<file path="config.mk">
export PLATFORM = sky130hd
export DESIGN_NAME = operand_select_pipe
export DESIGN_NICKNAME = d
export VERILOG_FILES = /design/src/rtl/operand_select_pipe_pkg.sv /design/src/rtl/select_pipe_stage.sv /design/src/rtl/operand_select_pipe.sv
export SDC_FILE = /design/constraint.sdc
export NUM_CORES = 1
export LEC_CHECK = 0
export CAP_MARGIN = 20
export CORE_MARGIN = 2
export CORE_UTILIZATION = 39
export CTS_CLUSTER_DIAMETER = 50
export DETAILED_ROUTE_END_ITERATION = 6
export HOLD_SLACK_MARGIN = 0.12
export PLACE_DENSITY = 0.82
export SLEW_MARGIN = 10
export SYNTH_ARGS = -nofsm -noshare
export SYNTH_HDL_FRONTEND = slang
export SYNTH_SLANG_ARGS = --single-unit
</file>
<file path="constraint.sdc">
create_clock -name clk -period 2.2 [get_ports clk]
set_input_delay 0.33 -clock clk [delete_from_list [all_inputs] [get_ports clk]]
set_output_delay 0.33 -clock clk [all_outputs]
set_load 0.02 [all_outputs]
</file>
<file path="src/rtl/operand_select_pipe_pkg.sv">
// Shared constants for the ALU operand select pipeline: source encodings
// and the error-counter geometry with its saturating increment.
package operand_select_pipe_pkg;

  typedef enum logic [1:0] {
    SRC_REG = 2'd0,
    SRC_IMM = 2'd1,
    SRC_PC  = 2'd2
  } alu_src_e;

  localparam int ERR_CNT_W = 16;
  localparam logic [ERR_CNT_W-1:0] ERR_CNT_MAX = '1;

  function automatic logic [ERR_CNT_W-1:0] sat_inc(input logic [ERR_CNT_W-1:0] cnt);
    return (cnt == ERR_CNT_MAX) ? cnt : cnt + 1'b1;
  endfunction

endpackage

</file>
<file path="src/rtl/select_pipe_stage.sv">
// One valid/data/err pipeline register. Data and err only change on a valid
// load, so an emptied stage keeps presenting the last beat it held.
module select_pipe_stage #(
  parameter int WIDTH = 32
) (
  input  logic             clk,
  input  logic             reset,
  input  logic             flush_i,
  input  logic             load_i,
  input  logic             valid_i,
  input  logic [WIDTH-1:0] data_i,
  input  logic             err_i,
  output logic             valid_o,
  output logic [WIDTH-1:0] data_o,
  output logic             err_o
);

  logic             valid_q, valid_d;
  logic [WIDTH-1:0] data_q, data_d;
  logic             err_q, err_d;

  always_comb begin
    valid_d = valid_q;
    data_d  = data_q;
    err_d   = err_q;
    if (flush_i) begin
      valid_d = 1'b0;
    end else if (load_i) begin
      valid_d = valid_i;
      if (valid_i) begin
        data_d = data_i;
        err_d  = err_i;
      end
    end
  end

  always_ff @(posedge clk) begin
    if (reset) begin
      valid_q <= 1'b0;
      data_q  <= '0;
      err_q   <= 1'b0;
    end else begin
      valid_q <= valid_d;
      data_q  <= data_d;
      err_q   <= err_d;
    end
  end

  assign valid_o = valid_q;
  assign data_o  = data_q;
  assign err_o   = err_q;

endmodule

</file>
<file path="src/rtl/operand_select_pipe.sv">
// N-way operand selector feeding a STAGES-deep valid/ready register pipeline
// with flush, out-of-range select flagging and a saturating error counter.
module operand_select_pipe
  import operand_select_pipe_pkg::*;
#(
  parameter int          WIDTH         = 32,
  parameter int          NUM_INPUTS    = 3,
  parameter int          SEL_W         = 2,
  parameter int          STAGES        = 1,
  parameter logic [31:0] DEFAULT_VALUE = 32'h0
) (
  input  logic                        clk,
  input  logic                        reset,
  input  logic [SEL_W-1:0]            sel,
  input  logic [NUM_INPUTS*WIDTH-1:0] data_in,
  input  logic                        in_valid,
  output logic                        in_ready,
  input  logic                        flush,
  output logic [WIDTH-1:0]            result,
  output logic                        sel_err,
  output logic                        out_valid,
  input  logic                        out_ready,
  output logic [ERR_CNT_W-1:0]        err_count
);

  localparam logic [WIDTH-1:0] DEFAULT_W = WIDTH'(DEFAULT_VALUE);

  logic             accept;
  logic [WIDTH-1:0] pick_data;
  logic             pick_err;

  logic [STAGES-1:0] stage_valid;
  logic [STAGES-1:0] stage_err;
  logic [WIDTH-1:0]  stage_data [STAGES];
  logic [STAGES:0]   stage_ready;

  logic [ERR_CNT_W-1:0] err_count_q, err_count_d;

  always_comb begin
    pick_data = DEFAULT_W;
    pick_err  = 1'b1;
    for (int i = 0; i < NUM_INPUTS; i++) begin
      if (int'(sel) == i) begin
        pick_data = data_in[i*WIDTH +: WIDTH];
        pick_err  = 1'b0;
      end
    end
  end

  // A stage can take a beat if it is empty or its occupant leaves this edge;
  // walking from the head back makes ready pass straight through a full pipe.
  always_comb begin
    stage_ready         = '0;
    stage_ready[STAGES] = out_ready;
    for (int k = STAGES - 1; k >= 0; k--) begin
      stage_ready[k] = !stage_valid[k] || stage_ready[k+1];
    end
  end

  assign in_ready = !flush && stage_ready[0];
  assign accept   = in_valid && in_ready;

  for (genvar gi = 0; gi < STAGES; gi++) begin : g_stage
    logic             up_valid;
    logic [WIDTH-1:0] up_data;
    logic             up_err;

    if (gi == 0) begin : g_first
      assign up_valid = accept;
      assign up_data  = pick_data;
      assign up_err   = pick_err;
    end else begin : g_rest
      assign up_valid = stage_valid[gi-1];
      assign up_data  = stage_data[gi-1];
      assign up_err   = stage_err[gi-1];
    end

    select_pipe_stage #(
      .WIDTH (WIDTH)
    ) u_stage (
      .clk     (clk),
      .reset   (reset),
      .flush_i (flush),
      .load_i  (stage_ready[gi]),
      .valid_i (up_valid),
      .data_i  (up_data),
      .err_i   (up_err),
      .valid_o (stage_valid[gi]),
      .data_o  (stage_data[gi]),
      .err_o   (stage_err[gi])
    );
  end

  always_comb begin
    err_count_d = err_count_q;
    if (accept && pick_err) begin
      err_count_d = sat_inc(err_count_q);
    end
  end

  always_ff @(posedge clk) begin
    if (reset) begin
      err_count_q <= '0;
    end else begin
      err_count_q <= err_count_d;
    end
  end

  assign result    = stage_data[STAGES-1];
  assign sel_err   = stage_err[STAGES-1];
  assign out_valid = stage_valid[STAGES-1];
  assign err_count = err_count_q;

endmodule

</file>
* Word level (Yosys, flattened, before mapping)
Index checks and enable logic that the tools add are counted.
Cells by class: add/sub/neg operators 1, equal/unequal tests 3, multiplexer cells 6, bitwise gates (word level) 2, reduce and logical (&&, ||, !) cells 10
Operator list (number):
- two-way mux 32 bit | 3
- adder 16 x 1 -> 16 bit, second input constant | 1
- equality test 16 bit, second input constant | 1
- equality test 2 bit, second input constant | 2
- logical AND 1 bit | 3
- two-way mux 1 bit | 3
- AND reduction 3 bit | 1
- logical NOT 1 bit | 2
- logical NOT 2 bit | 1
- inverter 1 bit | 2
- AND reduction 2 bit | 1
- OR reduction 2 bit | 1
- logical OR 1 bit | 1
Storage, ports and cells: register bits after elaboration 50, output and inout port bits 51, word-level logic and storage cells 26

* Depth between registers and ports, before layout
Gate-level depths: netlist of the first run.
word-level depth 6, depth in mapped cells 7, gate-level depth less buffers 5

* Hierarchy
From an unflattened synthesis of the first run, not the netlist that was laid out.
Unflattened totals: cells, all modules 369, area, all modules 3113.0 um^2
By module, submodules not included:
- operand_select_pipe | instances 1, cells an instance 222, area an instance 1566.5 um^2
- select_pipe_stage | instances 1, cells an instance 147, area an instance 1546.5 um^2

* Worst setup path after synthesis of the first run
No wires, ideal clock.
path kind register to register, start point register err_count_q[0], in the netlist err_count[0], end point register err_count_q[11], in the netlist err_count[11], setup time 121 ps, arrival 1790 ps, data required time 2079 ps, path slack 289 ps, cell stages (with the launch flop) 6, path buffers 0, cell sequence dfxtp_1 -> ha_1 -> nand3_1 -> nor3_1 -> nor4_1 -> mux2_2
Between the ends: word-level cells in the longest chain between the ends 3, elaborated cells between the ends (all ways) 4
RTL lines:
- start: declaration | line operand_select_pipe.sv:37 | logic [ERR_CNT_W-1:0] err_count_q, err_count_d;
- start signal: assignment | line operand_select_pipe.sv:105 | err_count_q <= err_count_d;
- branches (longest 3 deep; another with adder 16 x 1 -> 16 bit)
Parallel ways; which one is timed is not known. A chain may end at the register's enable or synchronous reset.

* Worst setup path after layout of the first run
start point input port out_ready, end point output port in_ready
Between the ends: word-level cells in the longest chain between the ends 2
RTL lines:
- start: declaration | line operand_select_pipe.sv:22 | input logic out_ready,
- logical OR 1 bit | line operand_select_pipe.sv:56 | stage_ready[k] = !stage_valid[k] || stage_ready[k+1];
- logical AND 1 bit | line operand_select_pipe.sv:60 | assign in_ready = !flush && stage_ready[0];
- end: declaration | line operand_select_pipe.sv:17 | output logic in_ready,
No other way between the ends.

==> metrics.yaml, run 1 <==
status: "finished, final reports clean"
worst-path-max-fanout: 4
synth-edff-count: 0
synth_cells: 332
max_freq_mhz: 490
cts_tree: "done"
synth-adder-area-share: 0.00463
routedWlPerCell_um: 14.4
drt_first_pass_iters: 5
yosys-top-cells-area: "dfxtp_1, mux2i_1, nor2_1"
cts_sinks: 50
combinationalPowerShare: 0.271
criticalPathCategory: "in2out"
cp-start-kind: "input pin"
grt_max_degree: 37
avgSynthCellArea_um2: 8.13
synth_top_area_cell: "dfxtp_1"
insertion_delay_ns: 0.30
die_width_um: 87.2
synth_top_area_frac: 0.371
switching_share: 0.268
num_antenna_cells: 0
syn_area_um2: 2700
start_util: 0.400
period_minus_slack_ns: 2.04
finalSetupViolCount: 0
synth_top_family_by_area: "simple AND/OR/NAND/NOR gates"
leakagePower_nw: 1.64
ys_ff_latch: 50
portBuffers: 153
cts_resized: 0
routed_wl_um: 8110
tightest_slew_ns: 0.545
endpoint_kind: "primary output"
nets: 587
grt_remaining_overflow: 0
powerDensity_nw_per_um2: 467
area_growth_pct: 65.2
slew_headroom: 0.637
postLayoutCellArea_um2: 4460
tns_ns: 0
grt_pass1_wl_um: 13100
synth-main-ff-cell: "dfxtp_1"
intPower_w: 0.00153
ir_drop_mv: 0.237
synth_nets: 436
placed_area_um2: 4370
final_layout_size_suffix_gt1_frac: 0.0806
hold_violations: 0
max_cap_violations: 0
hpwl_um: 6500
synth_seq_area_share: 0.371
viasPerCell: 5.37
design.core.area_um2: 6760
antenna_found_initial: 0
synth_xor_area_frac: 0
power_switching_w: 0.000559
async_flop_share: 0
worstPathRequired_ns: 1.87
drt_iter0_markers: 37
path_clk_slew_ns: 0.09
dp.cells: 556
fin_cells: 564
cts_inserted_buffers: 5
dieHeight_um: 87.2
drc: 0
yosys.area_share.simple: 0.230
p_total_w: 0.00209
die_area_um2: 7600
yosysMostFrequentCell: "nor2_1"
rows: 30
io_pins: 154
drtAntennaViolNets: 0
yosys_warnings: 0
cts_hold_buf: 0
fin_crit_sh: 0.928
via_count: 3031
report.final.slew_viol_count: 0
synthMuxAreaShare: 0.135
p_seq_frac: 0.465
grt_use_total: 0.214
rsz0062_at_grt: "false"
skew_ns: 0.00791
grt_pass1_vias: 2934
clk_path_buf_depth: 2
arrival_ns: 1.71
postCtsSetupBuffers: 0
synth_compound_area_frac: 0.210
yosys-top-cells-count: "nor2_1, dfxtp_1, a21oi_1"
min_path_type: "in2reg"
htree_levels: 2
synth.distinct_cells: 35
cts-root-buf: "clkbuf_8"
gp_congestion: 0.857
power.share.clock: 0.264
through the flow:
step           utilization  setup slack [ns]  hold slack, ns
4_1_cts              0.660             0.152           0.409
3_5_place_dp         0.647            -0.162           0.488
6_report             0.660             0.157           0.405
2_1_floorplan            -             0.289           0.409
5_1_grt              0.660             0.103           0.426
3_3_place_gp         0.647           -0.0723           0.472
routing by layer:
metal / GRT usage / wire length [um] / up-vias / share of wire
li1: - / - / 1517 / -
met1: 0.228 / 3150 / 1375 / 0.39
met2: 0.393 / 4140 / 117 / 0.51
met3: 0.0645 / 542 / 22 / 0.067
met4: 0.0867 / 270 / 0 / 0.033
met5: 0 / 0 / - / 0
cell type report:
| type | instances | area (um^2) |
|---|---|---|
| Fill cell | 572 | 2290 |
| Timing Repair Buffer | 171 | 1680 |
| Multi-Input combinational cell | 252 | 1580 |
| Sequential cell | 50 | 1000 |
| Tap cell | 80 | 100 |
| Clock buffer | 7 | 86.3 |
| Inverter | 3 | 11.3 |
| Clock inverter | 1 | 5.00 |
layout by cell type, fill, tap and decap left out, types with 4 or more instances in the layout:
| cell | instances |
|---|---|
| clkdlybuf4s50_1 | 151 |
| a21oi_1 | 43 |
| nor3_1 | 4 |
| or4_1 | 8 |
| o31ai_1 | 8 |
| mux2i_1 | 32 |
| buf_4 | 16 |
| clkbuf_8 | 6 |
| a211oi_1 | 34 |
| nand4_1 | 7 |
| nor2b_1 | 4 |
| dfxtp_1 | 50 |
| nor2_1 | 75 |
| nand2_1 | 4 |
| nand3_1 | 4 |
| mux2_2 | 4 |
critical path, cell delays in order:
cell	delay, ns
clkdlybuf4s50_1	0.50
nor2b_4	0.06
buf_4	0.13
nor2_1	0.08
clkdlybuf4s50_1	0.60
power groups by stage:
stage / sequential, W / clock [W] / combinational, W
floorplan: 0.00104 / 0 / 0.000194
global placement: 0.000989 / 0 / 0.000559
detailed placement: 0.000991 / 0 / 0.000569
CTS: 0.000970 / 0.000561 / 0.000570
global route: 0.000975 / 0.000598 / 0.000612
finish: 0.000969 / 0.000551 / 0.000566
sequential cells by signal (all words and copies together) (netlist names):
name	count
g_stage.u_stage.data_o	32
err_count	16
g_stage.u_stage.err_o	1
g_stage.u_stage.valid_o	1
path summary, 6_finish.rpt:
kind,depth (start not counted),slack [ns],endpoint,from
min,2,0.41,err_count[9],reset
max reg2reg,5,0.26,err_count[10],err_count[0]
max,5,0.16,in_ready,out_ready
min reg2reg,2,0.50,g_stage[0].u_stage.err_o,g_stage[0].u_stage.err_o
cell families (layout without fill, tap and decap cells):
kind of cell | count (synthesis) | in the layout
and+or+nand+nor | 124 | 124
buffers and inverters | 30 | 182
DFF | 50 | 50
muxes | 36 | 36
AOI/OAI and AO/OA | 91 | 91
adders and majority gates | 1 | 1
Power figures use the tool's default switching activity.
==> inputs of run 2 (changes only) <==
--- a/config.mk
+++ b/config.mk
@@ -7,11 +7,11 @@
 export LEC_CHECK = 0
 export CAP_MARGIN = 20
 export CORE_MARGIN = 2
-export CORE_UTILIZATION = 39
+export CORE_UTILIZATION = 41
 export CTS_CLUSTER_DIAMETER = 50
 export DETAILED_ROUTE_END_ITERATION = 6
 export HOLD_SLACK_MARGIN = 0.12
-export PLACE_DENSITY = 0.82
+export PLACE_DENSITY = 0.88
 export SLEW_MARGIN = 10
 export SYNTH_ARGS = -nofsm -noshare
 export SYNTH_HDL_FRONTEND = slang
==> constraint.sdc (replaced) <==
create_clock -name clk -period 2.45 [get_ports clk]
set_input_delay 0.3675 -clock clk [delete_from_list [all_inputs] [get_ports clk]]
set_output_delay 0.3675 -clock clk [all_outputs]
set_load 0.02 [all_outputs]
==> run 2 against run 1 <==
  * Routed wire length rose by 0.42%
  * Clock skew fell by 0.00065 ns
  * Sequential power fell by 10%
  * Count of clock-buffer cells in the layout fell by 1
  * Design area fell by 1.6%
  * Cell count fell by 2.3%
  * Worst hold slack improved by 0.097 ns
  * First-iteration DRC count rose to 3.0 times the previous value
  * Largest cell class unchanged
  * Power fell by 9.4%
  * Setup slack improved by 0.14 ns
  * Sequential share of layout area rose by 0.36 points
==> metrics.yaml, run 2 (same netlist as run 1, synthesis figures left out) <==
status: "finished, final reports clean"
portBuffers: 153  # unchanged
ir_drop_mv: 0.317  # +34%
routed_wl_um: 8140  # +0.42%
die_width_um: 85.2  # -2.4%
multi_input_area_um2: 1580  # unchanged
leakagePower_nw: 1.59  # -3.0%
r2r.worst_path.cells: 5  # unchanged
arrival_ns: 1.79  # +0.08 ns
finalSetupViolCount: 0  # unchanged
htree_levels: 2  # unchanged
max_freq_mhz: 464
p_total_w: 0.00189  # -9.4%
tightest_slew_ns: 0.667  # +0.122 ns
cts_hold_buf: 0  # unchanged
cpMostUsedCell: "clkdlybuf4s50_1"
largest_reg_flops: 32  # unchanged
hold_path_depth: 2  # unchanged
rows: 29  # -3.3%
grt_max_degree: 55  # +49%
critPathBufInv: 3  # unchanged
final_common_cell: "clkdlybuf4s50_1"
period_minus_slack_ns: 2.16
drt_first_pass_iters: 4  # -1
worst-path-max-fanout: 4  # unchanged
cts_resized: 0  # unchanged
area_growth_pct: 62.6
start_util: 0.425  # +0.0256
nets: 577  # -1.7%
insertion_delay_ns: 0.30  # about the same
critPathTopFamily: "buffers and inverters"
grt_pass1_wl_um: 13300  # +1.7%
powerDensity_nw_per_um2: 430  # -8.0%
io_pins: 154  # unchanged
skew_ns: 0.00727  # -0.000646 ns
viasPerCell: 5.39  # +0.23%
cts_tree: "done"
cts_inserted_buffers: 5  # unchanged
clk_path_buf_depth: 2  # unchanged
fin_crit_sh: 0.881
worst-path-stages: 5  # unchanged
grt_remaining_overflow: 0  # unchanged
via_count: 2968  # -2.1%
cp-start-kind: "input pin"
hold_violations: 0  # unchanged
antenna_found_initial: 0  # unchanged
ff_latch_area_um2: 1000  # unchanged
postCtsSetupBuffers: 0  # unchanged
slew_headroom: 0.556  # -0.0812
path_clk_slew_ns: 0.09  # about the same
dieHeight_um: 85.2  # -2.4%
drt_iter0_markers: 110  # +200%
routedWlPerCell_um: 14.8  # +2.8%
fill_cells: 526  # -8.0%
grt_pass1_vias: 2877  # -1.9%
design.core.area_um2: 6350  # -6.0%
gp_congestion: 0.809  # -5.6%
hpwl_um: 6290  # -3.2%
crit_chain: "clkdlybuf4s50_1, nor2b_4, buf_4, nor2_1, clkdlybuf4s50_1"
num_antenna_cells: 0  # unchanged
critPathSlowestCell: "clkdlybuf4s50_1"
max_cap_violations: 0  # unchanged
die_area_um2: 7250  # -4.7%
criticalPathCategory: "in2out"
drtAntennaViolNets: 0  # unchanged
cts-root-buf: "clkbuf_8"
min_path_type: "reg2reg"
pre_cts_ws_ns: 0.0262  # +0.188 ns
mostFrequentLayoutCells: "clkdlybuf4s50_1, nor2_1, dfxtp_1, a21oi_1, a211oi_1"
cts_sinks: 50  # unchanged
max_stage_delay_ns: 0.62  # +0.02 ns
worstPathRequired_ns: 2.08  # +0.21 ns
final_layout_size_suffix_gt1_frac: 0.0633  # -0.0173
worst_slack_ns: 0.293  # +0.135 ns
rsz0062_at_grt: "false"
drc: 0  # unchanged
endpoint_kind: "primary output"
grt_use_total: 0.225  # +0.0102
report.final.slew_viol_count: 0  # unchanged
tns_ns: 0  # unchanged
## run 2: worst register-to-register path: stages, from the launching register on
cell and delay [ns]:
dfxtp_1 0.46, ha_1 0.27, nand3_1 0.21, nand2b_1 0.26
nor4_1 0.33, mux2_2 0.37
## run 2: area by class of cell
| type | count | share of cell area |
|---|---|---|
| tap | 77 | 0.0219 |
| multi-input combinational | 252 | 0.359 |
| sequential | 50 | 0.228 |
| timing repair buffer | 161 | 0.366 |
| clock inverter | 2 | 0.00370 |
| inverter | 3 | 0.00256 |
| clock buffer | 6 | 0.0188 |
## run 2: routing by layer
layer	vias up	part of all wire	GRT usage	wire length, um
met5	-	0	0	0
met1	1350	0.39	0.263	3200
li1	1493	-	-	-
met2	111	0.50	0.395	4090
met4	0	0.017	0.0664	137
met3	14	0.088	0.0681	713
## run 2: report_power, final
group | switching, W | internal, W | leakage [nW]
sequential | 0.0000195 | 0.000850 | 0.409
combinational | 0.000217 | 0.000286 | 1.14
clock | 0.000284 | 0.000233 | 0.0478
total | 0.000520 | 0.00137 | 1.59
## run 2: path summary, 6_finish.rpt
check,from,slack (ns),endpoint
setup / recovery,out_ready,0.29,in_ready
hold / removal,g_stage[0].u_stage.data_o[7],0.50,g_stage[0].u_stage.data_o[7]
setup reg to reg,err_count[0],0.44,err_count[10]
hold reg to reg,g_stage[0].u_stage.data_o[7],0.50,g_stage[0].u_stage.data_o[7]
## run 2: per-stage QoR
| step | cells | cell area, um^2 | utilization | hold WS, ns |
|---|---|---|---|---|
| after floorplan | 332 | 2700 | - | 0.447 |
| after global placement | 543 | 4290 | 0.676 | 0.486 |
| after detailed placement | 543 | 4290 | 0.676 | 0.483 |
| after CTS | 551 | 4390 | 0.691 | 0.497 |
| after global routing | 551 | 4390 | 0.691 | 0.509 |
| final | 551 | 4390 | 0.691 | 0.502 |
==> inputs of run 3 (changes only) <==
--- a/config.mk
+++ b/config.mk
@@ -7,11 +7,11 @@
 export LEC_CHECK = 0
 export CAP_MARGIN = 20
 export CORE_MARGIN = 2
-export CORE_UTILIZATION = 41
+export CORE_UTILIZATION = 39
 export CTS_CLUSTER_DIAMETER = 50
 export DETAILED_ROUTE_END_ITERATION = 6
 export HOLD_SLACK_MARGIN = 0.12
-export PLACE_DENSITY = 0.88
+export PLACE_DENSITY = 0.85
 export SLEW_MARGIN = 10
 export SYNTH_ARGS = -nofsm -noshare
 export SYNTH_HDL_FRONTEND = slang
==> constraint.sdc (replaced) <==
create_clock -name clk -period 2.4 [get_ports clk]
set_input_delay 0.36 -clock clk [delete_from_list [all_inputs] [get_ports clk]]
set_output_delay 0.36 -clock clk [all_outputs]
set_load 0.02 [all_outputs]
==> run 3 against run 2 <==
  * Sequential share of layout area hardly changed
  * Register-to-register slack lost 0.06 ns
  * Clock skew is 0.0026 ns lower
  * First-iteration DRC count down 13%
  * Design area increased by 0.17%
  * Flip-flop and latch count unchanged
  * Non-clock buffer count is 2 higher
  * Cell count is 0.73% higher
  * Critical endpoint unchanged
  * Worst hold slack worse by 0.0056 ns
  * Highest routed layer unchanged
  * Power is 5.7% higher
==> metrics.yaml, run 3 (same netlist as run 1, synthesis figures left out) <==
grt_pass1_vias: 2920  # +1.5%
cts-root-buf: "clkbuf_8"
clk_path_buf_depth: 2  # unchanged
grt_use_total: 0.216  # -0.00897
grt_remaining_overflow: 0  # unchanged
routed_wl_um: 8070  # -0.97%
ir_drop_mv: 0.222  # -30%
die_width_um: 87.2  # +2.4%
min_path_type: "reg2reg"
report.final.slew_viol_count: 0  # unchanged
cts_hold_buf: 0  # unchanged
cts_resized: 0  # unchanged
gp_congestion: 0.830  # +2.6%
routedWlPerCell_um: 14.5  # -1.7%
finalSetupViolCount: 0  # unchanged
cts_inserted_buffers: 5  # unchanged
start_util: 0.400  # -0.0256
criticalPathCategory: "in2out"
cts_tree: "done"
final_common_cell: "clkdlybuf4s50_1"
die_area_um2: 7600  # +4.9%
dp.cells: 548  # +0.92%
arrival_ns: 1.78  # about the same
drt_first_pass_iters: 4  # unchanged
multi_input_area_um2: 1580  # unchanged
hpwl_um: 6340  # +0.84%
htree_levels: 2  # unchanged
cp-start-kind: "input pin"
dieHeight_um: 87.2  # +2.4%
tightest_slew_ns: 0.670  # +0.00379 ns
ff_latch_area_um2: 1000  # unchanged
max_cap_violations: 0  # unchanged
final_layout_size_suffix_gt1_frac: 0.0653  # +0.00197
worstPathRequired_ns: 2.04  # -0.04 ns
portBuffers: 153  # unchanged
drc: 0  # unchanged
path_clk_slew_ns: 0.08  # about the same
rows: 30  # +3.4%
period_minus_slack_ns: 2.14
rsz0062_at_grt: "false"
antenna_found_initial: 0  # unchanged
postLayoutCellArea_um2: 4400  # +0.17%
io_pins: 154  # unchanged
via_count: 2960  # -0.27%
slew_headroom: 0.553  # -0.00253
mostFrequentLayoutCells: "clkdlybuf4s50_1, nor2_1, dfxtp_1, a21oi_1, a211oi_1"
num_antenna_cells: 0  # unchanged
postCtsSetupBuffers: 0  # unchanged
area_growth_pct: 62.9
tns_ns: 0  # unchanged
fin_cells: 555  # +0.73%
nets: 579  # +0.35%
placed_area_um2: 4290  # -0.15%
powerDensity_nw_per_um2: 454  # +5.5%
hold_violations: 0  # unchanged
viasPerCell: 5.33  # -0.99%
drtAntennaViolNets: 0  # unchanged
worst-path-max-fanout: 5  # +1
p_total_w: 0.00200  # +5.7%
fill_cells: 580  # +10%
endpoint_kind: "primary output"
cts_sinks: 50  # unchanged
grt_pass1_wl_um: 13300  # -0.21%
max_freq_mhz: 468
design.core.area_um2: 6760  # +6.4%
largest_reg_flops: 32  # unchanged
insertion_delay_ns: 0.30  # about the same
drt_iter0_markers: 96  # -13%
skew_ns: 0.00463  # -0.00264 ns
grt_max_degree: 45  # -18%
leakagePower_nw: 1.61  # +0.79%
status: "finished, final reports clean"
fin_crit_sh: 0.890
## run 3: cell types whose count changed in the layout (fill, tap and decap cells not counted)
cell / previous run / this run
buf_12: 2 / 0
clkinvlp_4: 1 / 0
bufinv_16: 0 / 1
buf_4: 6 / 10
inv_6: 1 / 0
## run 3: layout make-up
cell class,count,share of cell area
timing repair buffer,163,0.363
multi-input combinational,252,0.358
sequential,50,0.228
tap,80,0.0228
clock buffer,6,0.0188
clock inverter,1,0.00683
inverter,3,0.00256
## run 3: worst paths after layout
check	endpoint	slack [ns]	start	cells past startpoint
max	in_ready	0.26	out_ready	5
min reg2reg	g_stage[0].u_stage.err_o	0.50	g_stage[0].u_stage.err_o	2
min	g_stage[0].u_stage.err_o	0.50	g_stage[0].u_stage.err_o	2
max reg2reg	err_count[15]	0.38	err_count[0]	6
## run 3: where the power goes
group / internal, W / switching [W]
clock: 0.000334 / 0.000269
combinational: 0.000290 / 0.000218
sequential: 0.000868 / 0.0000195
## run 3: metal layers
| metal | track usage | vias to the layer above | share of wire |
|---|---|---|---|
| met5 | 0 | - | 0 |
| met4 | 0.0545 | 0 | 0.014 |
| met3 | 0.0550 | 9 | 0.064 |
| met2 | 0.402 | 101 | 0.52 |
| met1 | 0.243 | 1358 | 0.40 |
| li1 | - | 1492 | - |
## run 3: worst max-delay path, cell delays in order
cell	delay (ns)
clkdlybuf4s50_1	0.51
nor2b_4	0.06
buf_4	0.15
nor2_1	0.09
clkdlybuf4s50_1	0.60
## run 3: per-stage QoR
step,setup slack [ns],util,hold WS [ns]
after detailed placement,0.0354,0.634,0.482
after floorplan,0.489,-,0.439
after global routing,0.163,0.651,0.501
after CTS,0.256,0.651,0.494
final,0.264,0.651,0.496
after global placement,0.0693,0.634,0.468
==> variant 1: new RTL, config.mk and constraints of run 3 <==
`SEL_W`: 2 -> 3.
--- a/src/rtl/operand_select_pipe.sv
+++ b/src/rtl/operand_select_pipe.sv
@@ -5,7 +5,7 @@
 #(
   parameter int          WIDTH         = 32,
   parameter int          NUM_INPUTS    = 3,
-  parameter int          SEL_W         = 2,
+  parameter int          SEL_W         = 3,
   parameter int          STAGES        = 1,
   parameter logic [31:0] DEFAULT_VALUE = 32'h0
 ) (
Interface: changed (resized sel); port bits go from 154 to 155. No check against the original RTL was run, so the function may have changed too.
==> variant 1 against run 3 <==
Routed wire length grew 5.7%; sequential power shrank 3.5%; global-route usage grew 1.8 points; worst setup slack gained 0.043 ns; total power shrank 13%; critical path depth grew 1; die area shrank 4.1%; sequential cell count is the same; largest power group unchanged; first-iteration DRC count grew 24%; area after synthesis shrank 4.3%; maximum frequency grew 2.1%; final area shrank 2.1%.
==> variant 1: results (changes against run 3) <==
* Status: finished clean (unchanged)
* Sequential share of the synthesized area at 0.387 (was 0.371)
* First-pass GRT wire length at 13.7 mm (was 13.3 mm)
* Syn_area_per_cell at 8.13 sq um (about the same)
* Cells taking the most area after synthesis: dfxtp_1 39%, mux2i_1 13%, a22oi_1 9.3% (was dfxtp_1 37%, mux2i_1 12%, nor2_1 11%)
* Non-Filler Instances at 545 (was 555)
* Post-synth top cells: 50 x dfxtp_1, 48 x nor2_1, 34 x o21ai_0 (was 76 x nor2_1, 50 x dfxtp_1, 43 x a21oi_1)
* Final net count at 573 (was 579)
* Synth cell types at 32 (was 35)
* CP max FO at 4 (was 5)
* Max VDD drop at 0.000255 V (was 0.000222 V)
* DP HPWL at 6.73 mm (was 6.34 mm)
* Vias at 2,908 (was 2,960)
* Post-Route WL at 8.52 mm (was 8.07 mm)
* Fillers at 519 (was 580)
* GPL Wtd Cong at 0.825 (was 0.830)
* Arrival time at the worst endpoint at 2.28 ns (was 1.78 ns)
* Number of global-route vias before repair at 3,037 (was 2,920)
* Largest net degree at the start of global routing at 34 (was 45)
* Worst-skew pair later-pin latency at 0.30 ns (about the same)
* Leak pwr at 0.00164 uW (was 0.00161 uW)
* Min-delay worst type: in -> reg (was reg -> reg)
* Clk_skew at 0.00809 ns (was 0.00463 ns)
* Dpl cells at 538 (was 548)
* Worst slew pin tran at 0.505 ns (was 0.670 ns)
* Starting DRT DRC Count at 119 (was 96)
* IO buf count at 154 (was 153)
* Share of post-route cells with drive strength above 1 at 0.0598 (was 0.0653)
* Gr usage total at 0.233 (was 0.216)
## variant 1: routing by layer
metal | GRT usage | vias up | part of all wire
li1 | - | 1423 | -
met1 | 0.246 | 1339 | 0.37
met2 | 0.435 | 122 | 0.53
met3 | 0.0613 | 24 | 0.073
met4 | 0.0967 | 0 | 0.032
met5 | 0 | - | 0
## variant 1: area by class of cell
| class | count | area [sq um] | area share |
|---|---|---|---|
| Tap cell | 77 | 96.3 | 0.0224 |
| Multi-Input combinational cell | 240 | 1480 | 0.344 |
| Sequential cell | 50 | 1000 | 0.232 |
| Clock buffer | 7 | 76.3 | 0.0177 |
| Inverter | 4 | 15.0 | 0.00349 |
| Timing Repair Buffer | 167 | 1640 | 0.380 |
## variant 1: worst paths after layout
kind                                    from                       end  slack [ns]  cells past startpoint
setup reg to reg  g_stage[0].u_stage.valid_o              err_count[3]        0.58                      6
hold reg to reg     g_stage[0].u_stage.err_o  g_stage[0].u_stage.err_o        0.49                      2
hold / removal                         reset              err_count[8]        0.47                      2
setup / recovery                    in_valid              err_count[9]        0.31                      6
## variant 1: critical path, cell delays in order
cell,delay [ns]
clkdlybuf4s50_1,0.47
nor2b_1,0.24
or3b_1,0.45
a211oi_4,0.31
nand3_1,0.12
mux2_1,0.32
## variant 1: cells by family after synthesis
group / count (synthesis) / share of synthesized area
and+or+nand+nor: 114 / 0.198
AOI/OAI and AO/OA: 84 / 0.211
DFF: 50 / 0.387
muxes: 35 / 0.136
buffers and inverters: 28 / 0.0421
xor gates and xnor gates: 6 / 0.0203
adders and majority gates: 1 / 0.00484
## variant 1: power breakdown
part | internal, uW | switching [uW] | total (uW)
Sequential | 846 | 10.5 | 856
Clock | 201 | 262 | 464
Combinational | 243 | 166 | 409
## variant 1: stage by stage
stage	area, sq um	hold slack, ns	util
5_1_grt	4310	0.468	0.674
2_1_floorplan	2580	0.439	-
6_report	4310	0.467	0.674
3_5_place_dp	4230	0.482	0.662
4_1_cts	4310	0.463	0.674
3_3_place_gp	4210	0.470	0.660
==> variant 2: new RTL, config.mk and constraints of run 3 <==
Without the edit above. Register the output `err_count` once more; this adds one clock of latency there. The other outputs are not delayed to match.
--- a/src/rtl/operand_select_pipe.sv
+++ b/src/rtl/operand_select_pipe.sv
@@ -109,7 +109,9 @@
   assign result    = stage_data[STAGES-1];
   assign sel_err   = stage_err[STAGES-1];
   assign out_valid = stage_valid[STAGES-1];
-  assign err_count = err_count_q;
+  always_ff @(posedge clk) begin
+    err_count <= err_count_q;
+  end
 
 endmodule
 
Check against the original RTL: not equivalent (Yosys sat finds a counterexample within 4 cycles, from zero or initial values and one cycle with reset high).
==> variant 2 against run 3 <==
Total power up 34%; final area grew 11%; non-clock buffer count stayed put; sequential cell count increased by 16; combinational power increased by 1%; sequential share of layout area rose by 4.2 points; area after synthesis rose by 13%; worst hold slack lost 0.10 ns; via count grew 7.9%; routed wire length grew 7.4%; worst setup slack improved by 0.025 ns.
==> variant 2: results (changes against run 3) <==
* Antenna violations before repair at 0 (unchanged)
* Max reg flops at 32 (unchanged)
* Clk_skew at 0.00585 ns (was 0.00463 ns)
* Fin crit share at 0.880 (was 0.890)
* Root Driver: clkbuf_8 (unchanged)
* CTS HTree Levels at 3 (was 2)
* Ant. Diodes at 0 (unchanged)
* Worst slew pin tran at 0.624 ns (was 0.670 ns)
* Min-delay worst type: reg -> reg (unchanged)
* First-pass GRT wire length at 14.0 mm (was 13.3 mm)
* Arrival time at the worst endpoint at 1.75 ns (was 1.78 ns)
* Post-synth top cells: 73 x nor2_1, 66 x dfxtp_1, 39 x a21oi_1 (was 76 x nor2_1, 50 x dfxtp_1, 43 x a21oi_1)
* Syn_nets at 459 (was 436)
* Share of post-route cells with drive strength above 1 at 0.0669 (was 0.0653)
* CTS clock-pin slew for the worst setup and hold paths at 0.06 ns (was 0.08 ns)
* Yosys warns at 0 (unchanged)
* Number of global-route vias before repair at 3,060 (was 2,920)
* Status: finished clean (unchanged)
* CP max FO at 4 (was 5)
* Pre-CTS WS at 0.00245 ns (was 0.0354 ns)
* IO buf count at 153 (unchanged)
* Max stage delay cell, worst path: clkdlybuf4s50_1 (unchanged)
* Reg2reg setup slack at 0.54 ns (was 0.38 ns)
* CTS max path bufs at 2 (unchanged)
* Gr usage total at 0.208 (was 0.216)
* Max stage delay on crit path at 0.60 ns (about the same)
* Initial DRT Pass Iterations at 4 (unchanged)
* Max VDD drop at 0.000270 V (was 0.000222 V)
* Inserted Clock Buffers at 9 (was 5)
* GPL Wtd Cong at 0.847 (was 0.830)
* Synth cell types at 35 (unchanged)
* Worst-skew pair later-pin latency at 0.34 ns (was 0.30 ns)
* Vias/cell at 5.24 (was 5.33)
* Setup Buffers After CTS at 0 (unchanged)
* Largest net degree at the start of global routing at 66 (was 45)
* Cells taking the most area after synthesis: dfxtp_1 43%, mux2i_1 11%, nor2_1 9.0% (was dfxtp_1 37%, mux2i_1 12%, nor2_1 11%)
* Sequential share of the synthesized area at 0.434 (was 0.371)
* CTS resizes at 0 (unchanged)
* Starting DRT DRC Count at 70 (was 96)
* Final net count at 607 (was 579)
* Post-Route WL at 8.66 mm (was 8.07 mm)
* DP HPWL at 6.58 mm (was 6.34 mm)
* Leak pwr at 0.00181 uW (was 0.00161 uW)
* Fillers at 629 (was 580)
==> variant 2: cell types whose count changed in the layout (fill, tap and decap cells not counted), sizes merged, moves of 4 or more <==
cell,change
a21oi,-4
clkbuf,+8
dfxtp,+16
nand2,+6
or4,-4
==> variant 2: cell type report <==
class | instances | area, sq um | area share
well taps | 102 | 128 | 0.0260
multi-input cells | 261 | 1610 | 0.329
clock buffers | 14 | 153 | 0.0311
repair buffers | 163 | 1620 | 0.331
clock inverters | 2 | 60.1 | 0.0123
inverters | 2 | 7.51 | 0.00153
flip-flops and latches | 66 | 1320 | 0.270
==> variant 2: final timing paths <==
kind / from / end / depth (start not counted)
worst max register to register: g_stage[0].u_stage.valid_o / err_count_q[11] / 4
worst min register to register: err_count_q[1] / err_count[1] / 0
worst min-delay path: err_count_q[1] / err_count[1] / 0
worst max-delay path: out_ready / in_ready / 5
==> variant 2: power breakdown <==
part | total [uW] | switching, uW | internal (uW)
sequential | 1160 | 20.8 | 1130
combinational | 514 | 219 | 295
clock | 1010 | 390 | 616
total | 2680 | 630 | 2050
==> variant 2: kinds of logic (layout without fill, tap and decap cells) <==
family | Yosys count | after routing | synth area share
AOI/OAI and AO/OA | 83 | 83 | 0.171
DFF | 66 | 66 | 0.434
adders and majority gates | 1 | 1 | 0.00411
and+or+nand+nor | 138 | 138 | 0.221
buffers and inverters | 28 | 181 | 0.0399
muxes | 39 | 39 | 0.131
==> variant 2: layer usage <==
layer,routed length (microns),global-route usage,vias to the layer above
li1,-,-,1582
met1,3450,0.233,1467
met2,4460,0.370,126
met3,594,0.0635,20
met4,159,0.0784,0
met5,0,0,-
==> variant 2: per-stage QoR <==
step | instance area [sq um] | hold WS (ns) | cells
after floorplan | 3040 | 0.368 | 355
after CTS | 4900 | 0.399 | 610
after global routing | 4900 | 0.415 | 610
final | 4900 | 0.396 | 610
after global placement | 4690 | 0.383 | 594
after detailed placement | 4690 | 0.390 | 594
==> variant 2: critical path, delay by kind of cell <==
| kind | cells | cell delay (ns) |
|---|---|---|
| buffers and inverters | 3 | 1.24 |
| AND/OR/NAND/NOR | 2 | 0.15 |
